### config.mk
export PLATFORM = sky130hd
export DESIGN_NAME = touch_event_decoder
export DESIGN_NICKNAME = d
export VERILOG_FILES = /design/src/rtl/touch_event_decoder.sv
export SDC_FILE = /design/constraint.sdc
export NUM_CORES = 2
export LEC_CHECK = 0
export ABC_AREA = 1
export CELL_PAD_IN_SITES_DETAIL_PLACEMENT = 1
export CELL_PAD_IN_SITES_GLOBAL_PLACEMENT = 1
export CORE_MARGIN = 1.5
export CORE_UTILIZATION = 45
export CTS_BUF_LIST = sky130_fd_sc_hd__clkbuf_8 sky130_fd_sc_hd__clkbuf_16
export DETAILED_ROUTE_END_ITERATION = 7
export PLACE_DENSITY_LB_ADDON = 0.1
export SLEW_MARGIN = 20
export SYNTH_ARGS = -nofsm -noshare
export SYNTH_HDL_FRONTEND = slang
export SYNTH_SLANG_ARGS = --single-unit
### constraint.sdc
create_clock -name clock -period 4.7 [get_ports clock]
set_input_delay 0.94 -clock clock [delete_from_list [all_inputs] [get_ports clock]]
set_output_delay 0.94 -clock clock [all_outputs]
set_load 0.1 [all_outputs]
### src/rtl/touch_event_decoder.sv
// Capacitive touch front end: per-sensor baseline calibration, threshold + debounce,
// and a small press/release event FIFO drained by the processor with a valid/ack handshake.
module touch_event_decoder #(
    parameter int NUM_SENSORS = 9,
    parameter int READING_W   = 32,
    parameter int THRESH      = 1000,
    parameter int DEBOUNCE    = 3,
    parameter int CAL_LOG2    = 2,
    parameter int EVQ_DEPTH   = 4
) (
    input  logic                             clock,
    input  logic                             reset,
    input  logic [NUM_SENSORS*READING_W-1:0] readings,
    input  logic                             readings_valid,
    input  logic                             recalibrate,
    input  logic                             event_ack,
    output logic                             event_valid,
    output logic [$clog2(NUM_SENSORS)-1:0]   event_sensor,
    output logic                             event_press,
    output logic [NUM_SENSORS-1:0]           touch_mask,
    output logic                             calibrated,
    output logic                             overflow,
    output logic                             busy
);

    localparam int IDX_W = $clog2(NUM_SENSORS);
    localparam int ACC_W = READING_W + CAL_LOG2;
    localparam int CNT_W = $clog2(DEBOUNCE + 1);
    localparam int Q_W   = $clog2(EVQ_DEPTH);
    localparam int PTR_W = Q_W + 1;
    localparam int SWP_W = CAL_LOG2 + 1;

    localparam logic [IDX_W-1:0]   LAST_IDX   = IDX_W'(NUM_SENSORS - 1);
    localparam logic [SWP_W-1:0]   LAST_SWEEP = SWP_W'((1 << CAL_LOG2) - 1);
    localparam logic [CNT_W-1:0]   CNT_LAST   = CNT_W'(DEBOUNCE - 1);
    localparam logic [READING_W:0] THRESH_X   = (READING_W + 1)'(THRESH);

    typedef enum logic [1:0] {CAL_IDLE, CAL_SCAN, IDLE, SCAN} state_t;

    state_t               state;
    logic [IDX_W-1:0]     idx;
    logic [SWP_W-1:0]     cal_sweep;
    logic                 recal_pend;
    logic [READING_W-1:0] snap     [NUM_SENSORS];
    logic [ACC_W-1:0]     acc      [NUM_SENSORS];
    logic [READING_W-1:0] baseline [NUM_SENSORS];
    logic [CNT_W-1:0]     cnt      [NUM_SENSORS];

    // Evaluation stage: the sensor compared in one cycle is debounced on the next edge.
    logic                 s1_valid;
    logic [IDX_W-1:0]     s1_idx;
    logic                 s1_raw;

    logic [READING_W-1:0] cur_read;
    logic [ACC_W-1:0]     acc_next;
    logic                 raw_now;
    logic                 flip;
    logic                 recal_req;

    always_comb begin
        cur_read  = snap[idx];
        acc_next  = acc[idx] + {{CAL_LOG2{1'b0}}, cur_read};
        raw_now   = {1'b0, cur_read} > ({1'b0, baseline[idx]} + THRESH_X);
        flip      = s1_valid && (s1_raw != touch_mask[s1_idx]) && (cnt[s1_idx] == CNT_LAST);
        recal_req = recalibrate || recal_pend;
    end

    always_ff @(posedge clock or negedge reset) begin
        if (!reset) begin
            state      <= CAL_IDLE;
            idx        <= '0;
            cal_sweep  <= '0;
            recal_pend <= 1'b0;
            busy       <= 1'b0;
            calibrated <= 1'b0;
            touch_mask <= '0;
            s1_valid   <= 1'b0;
            s1_idx     <= '0;
            s1_raw     <= 1'b0;
            // NOTE: per-sensor arrays are reset because a restarted calibration must not see stale sums.
            for (int i = 0; i < NUM_SENSORS; i++) begin
                snap[i]     <= '0;
                acc[i]      <= '0;
                baseline[i] <= '0;
                cnt[i]      <= '0;
            end
        end else begin
            s1_valid <= 1'b0;

            if (s1_valid) begin
                if (s1_raw == touch_mask[s1_idx]) begin
                    cnt[s1_idx] <= '0;
                end else if (cnt[s1_idx] == CNT_LAST) begin
                    touch_mask[s1_idx] <= s1_raw;
                    cnt[s1_idx]        <= '0;
                end else begin
                    cnt[s1_idx] <= cnt[s1_idx] + CNT_W'(1);
                end
            end

            case (state)
                CAL_IDLE, IDLE: begin
                    if (recal_req) begin
                        // NOTE: recalibration waits for the last debounce update of the sweep to retire.
                        if (!s1_valid) begin
                            state      <= CAL_IDLE;
                            recal_pend <= 1'b0;
                            cal_sweep  <= '0;
                            calibrated <= 1'b0;
                            touch_mask <= '0;
                            for (int i = 0; i < NUM_SENSORS; i++) begin
                                acc[i] <= '0;
                                cnt[i] <= '0;
                            end
                        end else begin
                            recal_pend <= 1'b1;
                        end
                    end else if (readings_valid) begin
                        for (int i = 0; i < NUM_SENSORS; i++)
                            snap[i] <= readings[i*READING_W +: READING_W];
                        state <= (state == IDLE) ? SCAN : CAL_SCAN;
                        idx   <= '0;
                        busy  <= 1'b1;
                    end
                end

                CAL_SCAN: begin
                    if (recalibrate)
                        recal_pend <= 1'b1;
                    acc[idx] <= acc_next;
                    if (cal_sweep == LAST_SWEEP)
                        baseline[idx] <= acc_next[CAL_LOG2 +: READING_W];
                    if (idx == LAST_IDX) begin
                        idx       <= '0;
                        busy      <= 1'b0;
                        cal_sweep <= cal_sweep + SWP_W'(1);
                        if (cal_sweep == LAST_SWEEP) begin
                            calibrated <= 1'b1;
                            state      <= IDLE;
                        end else begin
                            state <= CAL_IDLE;
                        end
                    end else begin
                        idx <= idx + IDX_W'(1);
                    end
                end

                SCAN: begin
                    if (recalibrate)
                        recal_pend <= 1'b1;
                    s1_valid <= 1'b1;
                    s1_idx   <= idx;
                    s1_raw   <= raw_now;
                    if (idx == LAST_IDX) begin
                        idx   <= '0;
                        busy  <= 1'b0;
                        state <= IDLE;
                    end else begin
                        idx <= idx + IDX_W'(1);
                    end
                end

                default: state <= CAL_IDLE;
            endcase
        end
    end

    logic [IDX_W-1:0] q_sensor [EVQ_DEPTH];
    logic             q_press  [EVQ_DEPTH];
    logic [PTR_W-1:0] wr_ptr;
    logic [PTR_W-1:0] rd_ptr;
    logic             q_empty;
    logic             q_full;
    logic             pop;
    logic             do_push;

    always_comb begin
        q_empty = (wr_ptr == rd_ptr);
        q_full  = (wr_ptr[Q_W] != rd_ptr[Q_W]) && (wr_ptr[Q_W-1:0] == rd_ptr[Q_W-1:0]);
        pop     = event_ack && !q_empty;
        // A pop in the same cycle frees the slot, so a push into a full queue still lands.
        do_push = flip && (!q_full || pop);
    end

    always_ff @(posedge clock or negedge reset) begin
        if (!reset) begin
            wr_ptr   <= '0;
            rd_ptr   <= '0;
            overflow <= 1'b0;
            for (int i = 0; i < EVQ_DEPTH; i++) begin
                q_sensor[i] <= '0;
                q_press[i]  <= 1'b0;
            end
        end else begin
            if (do_push) begin
                q_sensor[wr_ptr[Q_W-1:0]] <= s1_idx;
                q_press[wr_ptr[Q_W-1:0]]  <= s1_raw;
                wr_ptr <= wr_ptr + PTR_W'(1);
            end
            if (pop)
                rd_ptr <= rd_ptr + PTR_W'(1);
            if (flip && !do_push)
                overflow <= 1'b1;
        end
    end

    assign event_valid  = !q_empty;
    assign event_sensor = q_sensor[rd_ptr[Q_W-1:0]];
    assign event_press  = q_press[rd_ptr[Q_W-1:0]];

endmodule

==> run metrics <==
max-slew violations=0; Synth async-reset ratio=100%; synth-to-layout area growth=20.2%; final worst path period share=93.6%; CTS tree=built; Global Route Usage Sum=33.9%; Util after Layout=54.7%; CTS Root Cell=clkbuf_16; synth unique cells=55; CP Max Fanout=32; CP required=5.28 ns; r2r worst-path depth=21; headroom to the max-slew limit=29.6%; clk sinks=954; post-CTS setup buffer count=0; clk slew on worst S/H paths=0.06 ns; status=completed; final setup fails=0; Post-Synthesis Cells=5975; WL final=180000 um; R2R Setup Slk=0.30 ns; drt drc=0; worst flop-to-flop path startpoint=idx[2]; routed len/inst=23.4 um; I/O Buffers=310; I/O pins=311; capturing point of the worst reg2reg path=baseline[127]; Post-synth EDFFs=0; post-route cell area=56700 um2; CP top delay family=compound AO/OA/AOI/OAI gates; Die W=327 um; most frequent CP cell=nand2_1; Worst Path Buf+Inv=4; DRT Pass-1 Iters=6; CP max stage delay=0.81 ns; synth warn=0; Setup Skew=0.0284 ns; critical path's slowest cell=a31oi_1; fmax=227 MHz; setup TNS=0 ns; CTS Buf Count=106; # H-tree levels=3; GR Overflow Total=0; die height=327 um; sequential-to-total area share from yosys stat=50.6%; Crit. End Element=flip-flop; CP arrival=4.98 ns; Worst-Skew Late Latency=0.71 ns; Post-DP HPWL=119000 um; final antenna-violating net count=0; final hold violation count=0; Critical Path Start Type=flip-flop; number of DRC markers in iteration 0=3621; Syn Nets=6346; Mapped Area=47100 um2; Max Root-Sink Buffers=3; Final min period=4.40 ns; vias in the first global route=47000; nets=6609; slack of the critical path=0.300 ns; Setup WS pre-CTS=0.204 ns; ratio of cells with drive above 1 in the final layout=8.11%; kind of critical path=reg2reg; crit path cell chain=buf_4, nor2_4, inv_2, buf_12, a21oi_1, o21ai_0, a31oi_1, ha_1, nand2_1, o21ai_0, nand2_1, nand2_1, a21oi_1, nand2_1, nand2_1, nand2_1, nand2_1, nand2_2, buf_12, nand3_1, nand2_1; routability congestion estimate=0.901; total die area=107000 um2; via/cell ratio=5.79; top_reg_cell synth=dfrtp_1; FP Rows=118; dpl cell area=52900 um2; Core ar.=104000 um2; CTS Hold Bufs=0; initial antenna violation count=4; synthesized flop and latch total=954; synthesized area per cell=7.89 um2; Vias=44600; first-pass GRT wire length=281000 um; hold crit path type=in2async; unrepaired setup endpoints after global routing=no; worst slew pin tran=1.05 ns; largest net degree at the start of global routing=172; Starting Density=45.5%; maxcap violations=0
cells in the final DEF (no fill, tap or decap), drive strengths merged, types with 3 or more instances in the layout:
| cell | instances |
|---|---|
| nand2 | 1625 |
| dfrtp | 954 |
| o21ai | 877 |
| inv | 594 |
| nand3 | 350 |
| nor2 | 333 |
| a21oi | 314 |
| clkdlybuf4s50 | 309 |
| buf | 238 |
| clkbuf | 139 |
| o22ai | 137 |
| ha | 77 |
| a31oi | 62 |
| nor4 | 57 |
| o211ai | 50 |
| or2 | 24 |
| xor2 | 22 |
| clkinv | 20 |
| nor3 | 18 |
| xnor2 | 17 |
| a221oi | 14 |
| nand4 | 14 |
| bufinv | 13 |
| nand3b | 11 |
| a21o | 8 |
| a22oi | 7 |
| o31ai | 7 |
| a211oi | 5 |
| o21a | 4 |
| o221ai | 4 |
| o21bai | 4 |
| a32o | 4 |
| diode | 3 |
| a22o | 3 |
logic make-up (layout without fill, tap and decap cells):
family	after synthesis	after routing	share of synthesized area, %
XOR/XNOR	39	39	0.724
adder cells (fa/ha/maj)	78	78	2.09
AND/OR/NAND/NOR	2434	2434	21.2
other	0	3	0
AO/OA/AOI/OAI	1505	1505	17.3
buffers and inverters	965	1315	8.06
flip-flops	954	954	50.6
layout make-up:
cell class / instances / area (um2)
repair buffers: 547 / 5640
multi-input cells: 4056 / 19500
well taps: 1380 / 1730
clock inverters: 56 / 608
fillers: 12600 / 47000
clock buffers: 139 / 3130
diodes: 3 / 7.51
inverters: 573 / 2170
flip-flops and latches: 954 / 23900
stage by stage:
| stage | instances | hold slack [ns] |
|---|---|---|
| 2_1_floorplan | 5975 | 0.441 |
| 3_3_place_gp | 7510 | 0.456 |
| 3_5_place_dp | 7510 | 0.458 |
| 4_1_cts | 7705 | 0.347 |
| 5_1_grt | 7708 | 0.390 |
| 6_report | 7708 | 0.337 |
sequential cells by signal (all words and copies together) (netlist names), 2 cells and up:
name / cells
touch_mask: 9
s1_idx: 4
cal_sweep: 3
idx: 4
q_sensor: 16
wr_ptr: 3
q_press: 4
baseline: 288
rd_ptr: 3
acc: 306
cnt: 18
snap: 288
state: 2
worst reg2reg max path: cells and delay by family (launching register included):
family,cells,cell delay (ns)
AOI/OAI and AO/OA,5,1.45
and+or+nand+nor,11,1.33
buffers and inverters,4,0.63
adders and majority gates,1,0.44
DFF,1,0.40
synthesized netlist by cell type (5+ instances only):
master	number	area [um2]
nor2_1	308	1160
a21o_1	8	60.1
buf_6	5	56.3
clkbuf_1	287	1080
o31ai_1	7	52.6
xnor2_1	17	149
a221oi_1	14	123
nor3_1	17	85.1
a22oi_1	7	52.6
buf_1	19	71.3
a211oi_1	5	37.5
ha_1	77	963
buf_2	66	330
buf_4	15	113
dfrtp_1	954	23900
inv_2	20	75.1
nand3_1	349	1750
o211ai_1	49	368
a31oi_1	62	388
o21ai_0	852	4260
a21oi_1	313	1570
nand2_1	1620	6080
nor2_2	22	138
nand4_1	12	75.1
inv_1	552	2070
nor4_1	57	357
or2_2	23	144
nand3b_1	9	67.6
o21ai_1	24	120
xor2_1	22	193
nand2_2	5	31.3
o22ai_1	134	838
how the worst max path moves through the flow:
stage / start / cells after the start / slack (ns) / endpoint
2_1_floorplan: idx[0] / 22 / 0.62 / acc[290]
3_3_place_gp: idx[3] / 20 / 0.38 / acc[18]
3_5_place_dp: idx[3] / 22 / 0.20 / s1_raw
4_1_cts: idx[3] / 20 / 0.23 / acc[18]
5_1_grt: idx[0] / 20 / 0.0002 / acc[127]
6_report: idx[2] / 21 / 0.30 / baseline[127]
layer usage:
layer | track usage (%) | share of wire, % | routed length, um
met4 | 11.7 | 3.2 | 5820
met5 | 0 | 0 | 0
met2 | 54.4 | 47 | 83900
met3 | 5.11 | 6.4 | 11500
met1 | 46.8 | 44 | 78800
timing repair:
item / CTS / global route
resized for setup: 0 / 3
endpoints found under the hold margin: 0 / 0
setup endpoints to repair: 0 / 34
Power is left out: the tool's default activity adds up to more than one toggle a clock period on the data nets, which glitch-free logic cannot reach.
